[config.mk]
export PLATFORM = sky130hd
export DESIGN_NAME = i2c_master_byte
export DESIGN_NICKNAME = d
export VERILOG_FILES = /design/src/rtl/i2c_master_byte.sv
export SDC_FILE = /design/constraint.sdc
export NUM_CORES = 1
export LEC_CHECK = 0
export CAP_MARGIN = 30
export CORE_MARGIN = 5
export CORE_UTILIZATION = 54
export DETAILED_ROUTE_END_ITERATION = 12
export PLACE_DENSITY = 0.79
export SETUP_SLACK_MARGIN = 0.3
export SLEW_MARGIN = 30
export SYNTH_ARGS = -nofsm -noshare
export SYNTH_HDL_FRONTEND = slang
export SYNTH_SLANG_ARGS = --single-unit
[constraint.sdc]
create_clock -name clk_i2c -period 1.74 [get_ports clk_i2c]
set_clock_uncertainty 0.05 [all_clocks]
set_input_delay 0.348 -clock clk_i2c [delete_from_list [all_inputs] [get_ports clk_i2c]]
set_output_delay 0.348 -clock clk_i2c [all_outputs]
set_load 0.01 [all_outputs]
[src/rtl/i2c_master_byte.sv]
// Single-master I2C byte initiator: START, address+R/W, one data byte, STOP on
// open-drain SCL/SDA, with ACK checking and slave clock-stretch support.
module i2c_master_byte #(
  parameter int CLK_DIV        = 4,
  parameter int I2C_ADDR_WIDTH = 7,
  parameter int I2C_DATA_WIDTH = 8
) (
  input  logic                      clk_i2c,
  input  logic                      rst_i2c,
  input  logic                      cmd_valid,
  output logic                      cmd_ready,
  input  logic [I2C_ADDR_WIDTH-1:0] cmd_addr,
  input  logic                      cmd_rw,
  input  logic [I2C_DATA_WIDTH-1:0] cmd_wdata,
  output logic [I2C_DATA_WIDTH-1:0] rdata,
  output logic                      done,
  output logic                      nack_err,
  output logic                      busy,
  input  logic                      scl_i,
  input  logic                      sda_i,
  output logic                      scl_oe,
  output logic                      sda_oe
);

  localparam int DIVW = (CLK_DIV > 1) ? $clog2(CLK_DIV) : 1;
  localparam int AW   = I2C_ADDR_WIDTH + 1;
  localparam int DATW = I2C_DATA_WIDTH;
  localparam int BW   = $clog2((AW > DATW) ? AW : DATW) + 1;
  localparam logic [DIVW-1:0] DIV_LAST  = DIVW'(CLK_DIV - 1);
  localparam logic [DIVW-1:0] DIV_ONE   = DIVW'(1);
  localparam logic [BW-1:0]   ADDR_LAST = BW'(AW - 1);
  localparam logic [BW-1:0]   DATA_LAST = BW'(DATW - 1);
  localparam logic [BW-1:0]   BIT_ONE   = BW'(1);

  typedef enum logic [2:0] {
    ST_IDLE     = 3'd0,
    ST_START    = 3'd1,
    ST_ADDR     = 3'd2,
    ST_ADDR_ACK = 3'd3,
    ST_DATA     = 3'd4,
    ST_DATA_ACK = 3'd5,
    ST_STOP     = 3'd6,
    ST_DONE     = 3'd7
  } state_t;

  logic            rst_meta_r, rst_sync_r;
  logic            scl_meta_r, scl_sync_r, sda_meta_r, sda_sync_r;
  state_t          state_r, nxt_state_s;
  logic [DIVW-1:0] div_r, nxt_div_s;
  logic [1:0]      qtr_r, nxt_qtr_s;
  logic [BW-1:0]   bit_r, nxt_bit_s;
  logic [AW-1:0]   addr_sh_r, nxt_addr_sh_s;
  logic [DATW-1:0] data_sh_r, nxt_data_sh_s;
  logic [DATW-1:0] rdata_r, nxt_rdata_s;
  logic            rw_r, nxt_rw_s;
  logic            ready_r, nxt_ready_s;
  logic            busy_r, nxt_busy_s;
  logic            nack_r, nxt_nack_s;
  logic            done_r, nxt_done_s;
  logic            scl_oe_r, nxt_scl_oe_s;
  logic            sda_oe_r, nxt_sda_oe_s;
  logic            q_end_s, bit_phase_s, stretch_s;

  // Reset synchronizer: asserts immediately, releases on clk_i2c.
  always_ff @(posedge clk_i2c or negedge rst_i2c) begin
    if (!rst_i2c) begin
      {rst_meta_r, rst_sync_r} <= 2'b00;
    end else begin
      {rst_meta_r, rst_sync_r} <= {1'b1, rst_meta_r};
    end
  end

  // Two-flop synchronizers for the bus lines; idle bus reads high.
  always_ff @(posedge clk_i2c or negedge rst_sync_r) begin
    if (!rst_sync_r) begin
      {scl_meta_r, scl_sync_r, sda_meta_r, sda_sync_r} <= 4'b1111;
    end else begin
      {scl_meta_r, scl_sync_r, sda_meta_r, sda_sync_r} <= {scl_i, scl_meta_r, sda_i, sda_meta_r};
    end
  end

  // State, datapath and registered outputs.
  always_ff @(posedge clk_i2c or negedge rst_sync_r) begin
    if (!rst_sync_r) begin
      state_r   <= ST_IDLE;
      div_r     <= {DIVW{1'b0}};
      qtr_r     <= 2'd0;
      bit_r     <= {BW{1'b0}};
      addr_sh_r <= {AW{1'b0}};
      data_sh_r <= {DATW{1'b0}};
      rdata_r   <= {DATW{1'b0}};
      rw_r      <= 1'b0;
      ready_r   <= 1'b1;
      busy_r    <= 1'b0;
      nack_r    <= 1'b0;
      done_r    <= 1'b0;
      scl_oe_r  <= 1'b0;
      sda_oe_r  <= 1'b0;
    end else begin
      state_r   <= nxt_state_s;
      div_r     <= nxt_div_s;
      qtr_r     <= nxt_qtr_s;
      bit_r     <= nxt_bit_s;
      addr_sh_r <= nxt_addr_sh_s;
      data_sh_r <= nxt_data_sh_s;
      rdata_r   <= nxt_rdata_s;
      rw_r      <= nxt_rw_s;
      ready_r   <= nxt_ready_s;
      busy_r    <= nxt_busy_s;
      nack_r    <= nxt_nack_s;
      done_r    <= nxt_done_s;
      scl_oe_r  <= nxt_scl_oe_s;
      sda_oe_r  <= nxt_sda_oe_s;
    end
  end

  // Next-state, quarter timing and line drive (derived from next state so lines track quarters exactly).
  always_comb begin
    nxt_state_s   = state_r;
    nxt_div_s     = div_r;
    nxt_qtr_s     = qtr_r;
    nxt_bit_s     = bit_r;
    nxt_addr_sh_s = addr_sh_r;
    nxt_data_sh_s = data_sh_r;
    nxt_rdata_s   = rdata_r;
    nxt_rw_s      = rw_r;
    nxt_ready_s   = ready_r;
    nxt_busy_s    = busy_r;
    nxt_nack_s    = nack_r;
    nxt_done_s    = 1'b0;
    nxt_scl_oe_s  = 1'b0;
    nxt_sda_oe_s  = 1'b0;
    q_end_s       = (div_r == DIV_LAST);
    bit_phase_s   = (state_r == ST_ADDR) || (state_r == ST_ADDR_ACK) ||
                    (state_r == ST_DATA) || (state_r == ST_DATA_ACK);
    // A slave holding SCL low freezes the divider on the last clock of the high phase.
    stretch_s     = q_end_s && !scl_sync_r &&
                    ((bit_phase_s && (qtr_r == 2'd2)) || ((state_r == ST_STOP) && (qtr_r == 2'd1)));

    case (state_r)
      ST_IDLE: begin
        if (cmd_valid) begin
          nxt_state_s   = ST_START;
          nxt_div_s     = {DIVW{1'b0}};
          nxt_qtr_s     = 2'd0;
          nxt_bit_s     = {BW{1'b0}};
          nxt_addr_sh_s = {cmd_addr, cmd_rw};
          nxt_data_sh_s = cmd_wdata;
          nxt_rw_s      = cmd_rw;
          nxt_ready_s   = 1'b0;
          nxt_busy_s    = 1'b1;
          nxt_nack_s    = 1'b0;
        end else begin
          nxt_state_s = ST_IDLE;
        end
      end
      ST_DONE: begin
        nxt_done_s  = 1'b1;
        nxt_ready_s = 1'b1;
        nxt_busy_s  = 1'b0;
        nxt_state_s = ST_IDLE;
      end
      default: begin
        if (!q_end_s) begin
          nxt_div_s = div_r + DIV_ONE;
        end else if (stretch_s) begin
          nxt_div_s = div_r;
        end else begin
          nxt_div_s = {DIVW{1'b0}};
          nxt_qtr_s = qtr_r + 2'd1;
          case (state_r)
            ST_START: begin
              if (qtr_r == 2'd1) begin
                nxt_state_s = ST_ADDR;
                nxt_qtr_s   = 2'd0;
                nxt_bit_s   = {BW{1'b0}};
              end else begin
                nxt_state_s = ST_START;
              end
            end
            ST_ADDR: begin
              if (qtr_r == 2'd3) begin
                nxt_addr_sh_s = {addr_sh_r[AW-2:0], 1'b0};
                if (bit_r == ADDR_LAST) begin
                  nxt_state_s = ST_ADDR_ACK;
                end else begin
                  nxt_bit_s = bit_r + BIT_ONE;
                end
              end else begin
                nxt_state_s = ST_ADDR;
              end
            end
            ST_ADDR_ACK: begin
              if (qtr_r == 2'd3) begin
                if (sda_sync_r) begin
                  nxt_nack_s  = 1'b1;
                  nxt_state_s = ST_STOP;
                end else begin
                  nxt_state_s = ST_DATA;
                  nxt_bit_s   = {BW{1'b0}};
                end
              end else begin
                nxt_state_s = ST_ADDR_ACK;
              end
            end
            ST_DATA: begin
              if (qtr_r == 2'd3) begin
                nxt_data_sh_s = {data_sh_r[DATW-2:0], sda_sync_r};
                if (bit_r == DATA_LAST) begin
                  nxt_state_s = ST_DATA_ACK;
                  nxt_rdata_s = rw_r ? {data_sh_r[DATW-2:0], sda_sync_r} : rdata_r;
                end else begin
                  nxt_bit_s = bit_r + BIT_ONE;
                end
              end else begin
                nxt_state_s = ST_DATA;
              end
            end
            ST_DATA_ACK: begin
              if (qtr_r == 2'd3) begin
                nxt_nack_s  = nack_r | (!rw_r && sda_sync_r);
                nxt_state_s = ST_STOP;
              end else begin
                nxt_state_s = ST_DATA_ACK;
              end
            end
            ST_STOP: begin
              if (qtr_r == 2'd3) begin
                nxt_state_s = ST_DONE;
              end else begin
                nxt_state_s = ST_STOP;
              end
            end
            default: nxt_state_s = state_r;
          endcase
        end
      end
    endcase

    case (nxt_state_s)
      ST_START: nxt_sda_oe_s = (nxt_qtr_s == 2'd1);
      ST_ADDR: begin
        nxt_scl_oe_s = !nxt_qtr_s[1];
        nxt_sda_oe_s = !nxt_addr_sh_s[AW-1];
      end
      ST_DATA: begin
        nxt_scl_oe_s = !nxt_qtr_s[1];
        nxt_sda_oe_s = !nxt_rw_s && !nxt_data_sh_s[DATW-1];
      end
      ST_ADDR_ACK, ST_DATA_ACK: nxt_scl_oe_s = !nxt_qtr_s[1];
      ST_STOP: begin
        nxt_scl_oe_s = (nxt_qtr_s == 2'd0);
        nxt_sda_oe_s = !nxt_qtr_s[1];
      end
      default: begin
        nxt_scl_oe_s = 1'b0;
        nxt_sda_oe_s = 1'b0;
      end
    endcase
  end

  assign cmd_ready = ready_r;
  assign busy      = busy_r;
  assign done      = done_r;
  assign nack_err  = nack_r;
  assign rdata     = rdata_r;
  assign scl_oe    = scl_oe_r;
  assign sda_oe    = sda_oe_r;

endmodule

; Yosys cells after proc, flatten, opt, wreduce, memory -nomap -nowiden
; Index checks and enable logic that the tools add are counted.
[totals]
input_bits = 21
reg_bits = 48
output_inout_bits = 14
[classes]
eq_ne = 29
n_mux = 62
reduce_logical = 35
addsub = 3
n_bitwise = 4
[ops]
columns = op, n
row1 = $mux 8, 10
row2 = $mux 4, 8
row3 = $pmux 8 s2, 2
row4 = $mux 2, 11
row5 = $eq 3x3->1 const B, 7
row6 = $mux 3, 7
row7 = $pmux 3 s6, 1
row8 = $eq 3x2->1 const B, 4
row9 = $mux 1, 12
row10 = $ne 3x2->1 const B, 4
row11 = $pmux 4 s3, 1
row12 = $reduce_and 6->1, 2
row13 = $pmux 1 s2, 5
row14 = $reduce_and 10->1, 1
row15 = $reduce_bool 2->1, 5
row16 = $ne 3x1->1 const B, 3
row17 = $pmux 2 s2, 2
row18 = $pmux 4 s2, 1
row19 = $reduce_and 8->1, 1
row20 = $reduce_and 7->1, 1
row21 = $eq 2x2->1 const B, 3
row22 = $eq 3x1->1 const B, 2
row23 = $logic_and 1x1->1, 6
row24 = $logic_not 1->1, 6
row25 = 20 further kinds, 28

; Logic depth before layout (Yosys ltp)
; Gate-level depths: netlist of run 1.
[logic_depth]
word_depth = 13
depth_mapped = 9
depth_no_buf = 8

; Least setup slack after synthesis of run 1
; Ideal clock, no wire load.
[synth_timing]
path_type = register -> register
from = reg state_r[0]
to = reg scl_oe_r, in the netlist scl_oe
stages_incl_launch_ff = 7
arrival_ns = 1.822
required_ns = 1.579
path_slack_ns = -0.243
path_cell_list = dfrtp_1 > buf_2 > or4b_4 > o31ai_4 > mux2_2 > a211oi_1 > a2111oi_2
[synth_via]
elab_chain_cells = 13
[synth_rtl]
columns = item, line_no
row1 = "start, declared", 48  ; state_t state_r, nxt_state_s;
row2 = "start signal, assigned", 100  ; state_r <= nxt_state_s;
row3 = $eq 3x2->1, "134, 171"
row4 = $logic_or 1x1->1 (2 in series), 134  ; bit_phase_s = (state_r == ST_ADDR) || (state_r == ST_ADDR_ACK) ||
row5 = $logic_or 1x1->1, 135  ; (state_r == ST_DATA) || (state_r == ST_DATA_ACK);
row6 = $logic_and 1x1->1, 138  ; ((bit_phase_s && (qtr_r == 2'd2)) || ((state_r == ST_STOP) && (qtr_r == 2'd1)));
row7 = $logic_or 1x1->1, 138
row8 = $logic_and 1x1->1, 137  ; stretch_s = q_end_s && !scl_sync_r &&
row9 = $mux 3, 166  ; end else if (stretch_s) begin
row10 = $mux 3, 164  ; if (!q_end_s) begin
row11 = $pmux 3 s2, 140  ; case (state_r)
row12 = $eq 3x3->1 or $eq 3x2->1 (tied branches), 240  ; case (nxt_state_s)
row13 = $reduce_or 4->1 (no source line), --
row14 = $pmux 1 s2 (*), 240
row15 = via nxt_scl_oe_s, 60  ; logic scl_oe_r, nxt_scl_oe_s;
row16 = "end signal, assigned", 112  ; scl_oe_r <= nxt_scl_oe_s;
row17 = "end, declared", 60
; Mark *: on every way through the listed nets, which the timed path passes. The rest lies on a longest branch.
; A chain may end at the register's enable or synchronous reset.

; Worst setup path after layout of run 1
[layout_timing]
from = reg qtr_r[0]
to = reg sda_oe_r, in the netlist sda_oe
[layout_via]
elab_chain_cells = 10
[layout_rtl]
columns = item, line_no
row1 = "start, declared", 50  ; logic [1:0] qtr_r, nxt_qtr_s;
row2 = "start signal, assigned", 102  ; qtr_r <= nxt_qtr_s;
row3 = branches (longest 9 deep; another with $pmux 3 s6), --
row4 = $pmux 1 s4 (*), 240
row5 = via nxt_sda_oe_s, 61  ; logic sda_oe_r, nxt_sda_oe_s;
row6 = "end signal, assigned", 113  ; sda_oe_r <= nxt_sda_oe_s;
row7 = "end, declared", 61
; Mark *: on every way through the listed nets, which the timed path passes. The select of a mux whose other input is x is not followed.

==> run summary, run 1 <==
top_reg_cell synth - dfrtp_1
final period utilization - 121.5%
endpoints failing hold - 0
Slew Viols, Final - 0
first-pass GRT wire length - 12390 um
post-synth cell types - 57
Final setup viols - 31
Setup crit end kind - flip-flop
Final WS setup - -374.0 ps
Worst Path Arrival - 2290 ps
Peak Freq - 473.0 MHz
Worst Path Required - 1910 ps
number of synthesized flops with an enable pin - 0
Worst R2R Setup Slack - -370 ps
vias per cell - 6.231
DRC - 0
CTS root buffer - clkbuf_8
Layout area overhead - 54.36%
vias in the first global route - 2504
Seq/Total Area, Yosys - 48.08%
Post-synth top cells - dfrtp_1 (43), inv_1 (25), nand2_1 (18), a222oi_1 (13), nor2_1 (13)
WL final - 8246 um
clk slew on worst S/H paths - 90 ps
clk_lat worst skew - 310 ps
LEAKAGE - 1.868 nW
IO buf count - 34
FF-to-FF Start - qtr_r[0]
Yosys top cell by area - dfrtp_1
DR WL/cell - 20.46 um
Mean Syn Cell Area - 10.29 um^2
initial antenna violation count - 0
Post-DP HPWL - 4774 um
Die X - 78.20 um
top cell type's share of synthesized area - 42.85%
drt pass-1 iters - 6
status - finished, violations left
# IOs - 35
Initial Util - 56.50%
total power - 5.515 mW
most numerous cell in the Yosys netlist - dfrtp_1
Mapped Area - 2511 um^2
Crit Path Category - flip-flop to flip-flop
Ys Warns - 0
Synth Register Bits - 48
# Max-Cap Violations - 0
DR vias - 2511
DRT iter0 DRCs - 413
number of cells on the worst reg-to-reg path - 6
startpoint types - flip-flop
Core Rows - 24
reg2reg end - sda_oe
hold crit path type - input pin to asynchronous set/reset pin
CTS buffer count - 5
clk buf depth - 2
n_diodes - 0
die height - 78.20 um
CP Max Fanout - 5
Routed Antenna Nets - 0
Final nets - 373
die area - 6114 um^2
Total Neg Setup Slack - -6258 ps
Routability Congestion - 0.8866
Tot GR Track Use - 25.77%
FILL cells - 199
core box area - 4444 um^2
layout cells sized above 1 - 47.86%
Tmin final - 2114 ps
peak supply drop - 1.163 mV
Max H-tree Level - 2
Pwr Density - 1423 nW/um^2
Sink Count - 48
unrepaired setup endpoints after global routing - true
Final Util - 87.22%
Syn Nets - 267
largest net degree at the start of global routing - 30
post-synthesis cell count - 244
CTS tree - yes
grt ovf - 0
ranking of synthesized cells by area - dfrtp_1 (43%), mux2_2 (5.4%), dfstp_2 (5.2%), a222oi_1 (5.2%), inv_1 (3.7%)
Async SR Flop Fraction - 100.0%
failing checks - setup timing
## metal layers
layer / GRT usage (%) / vias to the layer above / share of wire (%)
li1: - / 1104 / -
met1: 32.77 / 1214 / 40
met2: 43.24 / 153 / 49
met3: 4.691 / 40 / 6.9
met4: 11.19 / 0 / 4.0
met5: 0 / - / 0
## cells by family (layout without fill, tap and decap cells)
logic type	count (synthesis)	after routing	synth area share, %
AOI/OAI and AO/OA	63	63	19.78
xor gates and xnor gates	1	1	0.3488
adders and majority gates	2	2	0.9964
buffers and inverters	39	146	6.677
DFF	48	48	48.08
muxes	16	16	7.025
other	1	1	0.1493
and+or+nand+nor	74	74	16.94
## worst max-delay path, cell delays in order (launching register included)
cell and delay [ps]:
dfrtp_1 450, nor4bb_2 210, o21a_2 270, nor4_4 380, nor2_2 140, or3_1 370
a31oi_1 160
## report_power, final
| group | total, mW | switching [mW] | internal [mW] | leakage (nW) |
|---|---|---|---|---|
| clock network | 0.714 | 0.390 | 0.324 | 0.0445 |
| registers | 1.75 | 0.297 | 1.45 | 0.593 |
| logic | 3.05 | 1.52 | 1.52 | 1.23 |
## flip-flops by register name, summed over array words and instances, names as in the netlist
name	count
rst_meta_r	1
done	1
bit_r	4
sda_sync_r	1
nack_err	1
scl_sync_r	1
scl_meta_r	1
busy	1
rw_r	1
scl_oe	1
addr_sh_r	8
div_r	2
rdata	8
cmd_ready	1
sda_meta_r	1
data_sh_r	8
rst_sync_r	1
qtr_r	2
sda_oe	1
state_r	3
## layout make-up
class / instances / area (um^2) / area share, %
clock buffer: 7 / 86.33 / 2.227
clock inverter: 1 / 7.507 / 0.1937
inverter: 25 / 96.34 / 2.485
multi-input combinational: 157 / 1436 / 37.06
sequential: 48 / 1214 / 31.31
tap: 52 / 65.06 / 1.679
timing repair buffer: 113 / 970.9 / 25.05
## cells in the final DEF (no fill, tap or decap), types with 3 or more instances in the layout
cell type	instances
buf_4	68
dfrtp_1	38
inv_1	23
clkdlybuf4s50_1	20
nand2_1	16
a222oi_1	13
dlygate4sd2_1	13
nor2_1	9
mux2_2	9
buf_6	9
o21ai_1	6
a21oi_1	6
clkbuf_8	6
a21oi_2	5
dfstp_2	5
dfrtp_2	5
nand3_2	4
o21ai_2	4
mux2_4	4
nor3_1	4
mux2i_1	3
o21ai_0	3
nor3_2	3
and3_4	3
nand3_1	3
## how the worst max path moves through the flow
stage / startpoint / end / slack (ps) / depth (start not counted)
after global routing: state_r[0] / data_sh_r[1] / -460 / 6
after floorplan: state_r[1] / scl_oe / -170 / 8
after CTS: state_r[0] / sda_oe / -320 / 7
final: qtr_r[0] / sda_oe / -370 / 6
after global placement: cmd_valid / data_sh_r[1] / -470 / 6
after detailed placement: cmd_valid / data_sh_r[2] / -590 / 6
## timing repair
action | 4_1_cts | 5_1_grt
endpoints found under the hold margin | 0 | 0
hold buffers | 0 | 0
pin swaps | 10 | 11
buffers inserted | 8 | 12
resized for setup | 54 | 31
setup endpoints to repair | 55 | 41
## through the flow
step | cell area [um^2] | hold WS (ps) | setup slack (ps) | cells
3_3_place_gp | 3382 | 153.0 | -467.4 | 375
3_5_place_dp | 3382 | 168.2 | -589.3 | 375
4_1_cts | 3647 | 142.8 | -318.6 | 391
6_report | 3876 | 141.2 | -374.0 | 403
2_1_floorplan | 2633 | 2.409 | -168.2 | 244
5_1_grt | 3876 | 131.5 | -458.3 | 403
Note: power is estimated with default switching activity, not from simulation.
==> run 2, diff against run 1 <==
--- a/config.mk
+++ b/config.mk
@@ -7,9 +7,10 @@
 export LEC_CHECK = 0
 export CAP_MARGIN = 30
 export CORE_MARGIN = 5
-export CORE_UTILIZATION = 54
+export CORE_UTILIZATION = 56
+export CTS_BUF_LIST = sky130_fd_sc_hd__clkbuf_4 sky130_fd_sc_hd__clkbuf_8
 export DETAILED_ROUTE_END_ITERATION = 12
-export PLACE_DENSITY = 0.79
+export PLACE_DENSITY = 0.81
 export SETUP_SLACK_MARGIN = 0.3
 export SLEW_MARGIN = 30
 export SYNTH_ARGS = -nofsm -noshare
==> run summary, run 2 (synthesized netlist as in run 1, its figures left out) <==
Final WS setup - -708.8 ps
commonest non-fill, non-tap cells in the layout - buf_4 (67), dfrtp_1 (37), inv_1 (21), clkdlybuf4s50_1 (20), buf_6 (15)
Initial Util - 57.67%
Routed Antenna Nets - 0
largest net degree at the start of global routing - 39
DR WL/cell - 30.09 um
startpoint types - flip-flop
DR vias - 3002
Final nets - 380
core box area - 4354 um^2
worst-margin pin slew - 535.9 ps
endpoints failing hold - 0
final period utilization - 140.7%
commonest non-fill, non-tap cell in the layout - buf_4
first-pass GRT wire length - 15440 um
Peak Freq - 408.4 MHz
clk buf depth - 2
die area - 5924 um^2
Crit Path Category - flip-flop to flip-flop
Setup crit end kind - flip-flop
Max H-tree Level - 2
clk_lat worst skew - 320 ps
LEAKAGE - 1.933 nW
failing checks - setup timing
Layout area overhead - 62.53%
vias per cell - 7.322
CTS tree - yes
Slew Viols, Final - 0
Tmin final - 2449 ps
non-filler cells, final - 410
status - finished, violations left
Worst R2R Setup Slack - -710 ps
clk slew on worst S/H paths - 110 ps
DRT iter0 DRCs - 776
Routability Congestion - 0.9556
peak supply drop - 1.060 mV
Final Util - 93.74%
Pwr Density - 1574 nW/um^2
Tot GR Track Use - 33.34%
Worst Path Required - 1880 ps
WL final - 12340 um
Final setup viols - 35
grt ovf - 0
IO buf count - 34
Cells after DPL - 376
Die X - 76.97 um
# IOs - 35
design area - 4081 um^2
n_diodes - 0
area post-placement - 3390 um^2
vias in the first global route - 2818
CTS buffer count - 5
CTS root buffer - clkbuf_8
DRC - 0
Sink Count - 48
Rel. slew slack - 64.27%
layout cells sized above 1 - 52.23%
die height - 76.97 um
Post-DP HPWL - 4978 um
Worst Path Arrival - 2590 ps
Core Rows - 24
CP Max Fanout - 7
# Max-Cap Violations - 0
initial antenna violation count - 0
unrepaired setup endpoints after global routing - true
hold crit path type - flip-flop to asynchronous set/reset pin
drt pass-1 iters - 9
==> run 2: timing repair <==
action | 4_1_cts | 5_1_grt
gates cloned | 0 | 0
hold endpoints to repair | 0 | 0
pin swaps | 8 | 34
resized for setup | 46 | 71
setup endpoints to repair | 55 | 46
setup buffers | 7 | 19
hold buffers | 0 | 0
==> run 2: critical path, cell delays in order (launching register included) <==
cell      delay, ps
dfrtp_2         510
buf_6           160
or4b_4          560
o31ai_4         130
nand3_4         180
buf_6           160
a222oi_1        450
inv_1           120
==> run 2: layer usage <==
layer / up-vias / global-route usage, % / routed length (um)
met5: - / 0 / 0
met4: 0 / 23.08 / 1025
met3: 111 / 7.728 / 1664
met2: 377 / 53.99 / 5714
met1: 1397 / 38.72 / 3931
li1: 1117 / - / -
==> run 2: metrics by stage <==
step,hold WS (ps),power [mW],TNS (ps),setup WS (ps)
final,92.99,6.424,-13470,-708.8
after global routing,113.5,6.593,-13840,-698.9
after CTS,77.94,5.219,-8187,-386.4
after detailed placement,68.75,4.081,-11680,-546.0
after global placement,67.35,3.960,-9954,-467.6
after floorplan,2.409,3.123,-2662,-168.2
==> run 2: final timing paths <==
path | start | to | cells after the start
max | state_r[1] | data_sh_r[3] | 7
min in group clk_i2c | scl_meta_r | scl_sync_r | 0
min reg2reg | rst_sync_r | addr_sh_r[3] | 0
min | rst_sync_r | addr_sh_r[3] | 0
max reg2reg | state_r[1] | data_sh_r[3] | 7
max in group asynchronous | rst_sync_r | sda_meta_r | 1
==> run 2: report_power, final <==
part / switching [mW] / total [mW] / internal, mW
clock: 0.452 / 0.924 / 0.472
sequential: 0.412 / 1.87 / 1.46
combinational: 1.95 / 3.63 / 1.68
total: 2.82 / 6.42 / 3.61
==> run 2: layout make-up <==
| class | instances | area, um^2 |
|---|---|---|
| Sequential cell | 48 | 1215 |
| Clock inverter | 2 | 38.79 |
| Fill cell | 123 | 272.8 |
| Timing Repair Buffer | 120 | 1061 |
| Tap cell | 52 | 65.06 |
| Clock buffer | 6 | 82.58 |
| Inverter | 25 | 98.84 |
| Multi-Input combinational cell | 157 | 1520 |
==> run 3, diff against run 2 <==
--- a/config.mk
+++ b/config.mk
@@ -7,10 +7,9 @@
 export LEC_CHECK = 0
 export CAP_MARGIN = 30
 export CORE_MARGIN = 5
-export CORE_UTILIZATION = 56
+export CORE_UTILIZATION = 30
 export CTS_BUF_LIST = sky130_fd_sc_hd__clkbuf_4 sky130_fd_sc_hd__clkbuf_8
 export DETAILED_ROUTE_END_ITERATION = 12
-export PLACE_DENSITY = 0.81
 export SETUP_SLACK_MARGIN = 0.3
 export SLEW_MARGIN = 30
 export SYNTH_ARGS = -nofsm -noshare
==> run summary, run 3 (synthesized netlist as in run 1, its figures left out) <==
DRT iter0 DRCs - 170
die area - 10300 um^2
final period utilization - 124.0%
setup slack at placement - -549.9 ps
DRC - 0
layout cells sized above 1 - 44.13%
Initial Util - 30.72%
die height - 101.5 um
Levels on crit path - 7
# Max-Cap Violations - 0
Final nets - 371
design area - 3846 um^2
Tmin final - 2158 ps
peak supply drop - 0.6720 mV
initial antenna violation count - 0
commonest non-fill, non-tap cell in the layout - buf_4
number of cells on the worst reg-to-reg path - 7
CP max stage cell - or4b_4
Cells after DPL - 425
core box area - 8175 um^2
Final WS setup - -417.7 ps
n_diodes - 0
Slew Viols, Final - 0
CP delay by family, top - simple AND/OR/NAND/NOR gates
first-pass GRT wire length - 11320 um
largest net degree at the start of global routing - 22
max incr delay on CP - 570 ps
Post-DP HPWL - 4909 um
CTS root buffer - clkbuf_8
FILL cells - 779
CTS tree - yes
Routability Congestion - 0.8858
clk_lat worst skew - 300 ps
Sink Count - 48
WL final - 7058 um
# IOs - 35
CP most frequent cell - buf_4
unrepaired setup endpoints after global routing - true
hold crit path type - input pin to asynchronous set/reset pin
startpoint types - flip-flop
vias per cell - 5.013
clk slew on worst S/H paths - 90 ps
Rel. slew slack - 64.35%
Final setup viols - 35
vias in the first global route - 2312
DR vias - 2276
Peak Freq - 463.5 MHz
Layout area overhead - 53.16%
worst path cell trace - buf_4, or4b_4, o31ai_4, nand3_4, buf_4, a222oi_1, inv_1
Worst Path Required - 1870 ps
LEAKAGE - 1.824 nW
Pwr Density - 1387 nW/um^2
non-filler cells, final - 454
Tot GR Track Use - 13.59%
Core Rows - 33
IO buf count - 34
failing checks - setup timing
area post-placement - 3413 um^2
grt ovf - 0
Max H-tree Level - 2
Setup crit end kind - flip-flop
CP Max Fanout - 7
Worst Path Arrival - 2290 ps
DR WL/cell - 15.55 um
status - finished, violations left
clk buf depth - 2
Crit Path Category - flip-flop to flip-flop
CTS buffer count - 5
Die X - 101.5 um
Worst Path Buf+Inv - 3
commonest non-fill, non-tap cells in the layout - buf_4 (66), dfrtp_1 (37), inv_1 (23), clkdlybuf4s50_1 (20), nand2_1 (16)
worst-margin pin slew - 527.9 ps
endpoints failing hold - 0
drt pass-1 iters - 5
Routed Antenna Nets - 0
-- run 3: final timing paths --
kind,from,endpoint,slack (ps)
worst min register to register,rst_sync_r,addr_sh_r[7],180
min in group clk_i2c,rst_meta_r,rst_sync_r,290
max in group asynchronous,rst_sync_r,sda_meta_r,840
worst max-delay path,state_r[1],data_sh_r[3],-420
worst min-delay path,rst_i2c,rst_sync_r,140
worst max register to register,state_r[1],data_sh_r[3],-420
-- run 3: stage by stage --
stage | hold slack (ps) | setup TNS [ps] | total power, mW | util (%)
3_5_place_dp | 194.2 | -12190 | 4.000 | 41.75
3_3_place_gp | 188.2 | -11850 | 3.965 | 41.75
2_1_floorplan | 2.409 | -2662 | 3.123 | -
6_report | 140.1 | -7096 | 5.336 | 47.05
4_1_cts | 129.7 | -6569 | 5.117 | 45.03
5_1_grt | 130.5 | -9549 | 5.679 | 47.05
-- run 3: what timing repair did --
item                       in CTS  in global routing
setup buffers                   7                 14
resized for setup              52                 18
setup endpoints to repair      55                 42
hold buffers                    0                  0
pin swaps                      10                 11
-- run 3: where the power goes --
group,switching [mW],total [mW],internal [mW]
combinational,1.30,2.71,1.41
clock,0.376,0.883,0.507
sequential,0.289,1.75,1.46
-- run 3: cell type report --
type,count,area [um^2],area share (%)
flip-flops and latches,48,1215,31.59
inverters,25,96.34,2.505
clock inverters,1,30.03,0.7807
multi-input cells,157,1339,34.81
repair buffers,111,938.4,24.40
clock buffers,7,96.34,2.505
well taps,105,131.4,3.416
-- run 3: layer usage --
| layer | share of wire (%) | routed length (um) | up-vias | GRT usage (%) |
|---|---|---|---|---|
| met5 | 0 | 0 | - | 0 |
| met4 | 1.3 | 91 | 0 | 4.397 |
| met3 | 2.8 | 200 | 8 | 1.997 |
| met2 | 51 | 3584 | 47 | 22.48 |
| met1 | 45 | 3182 | 1126 | 18.27 |
| li1 | - | - | 1095 | - |
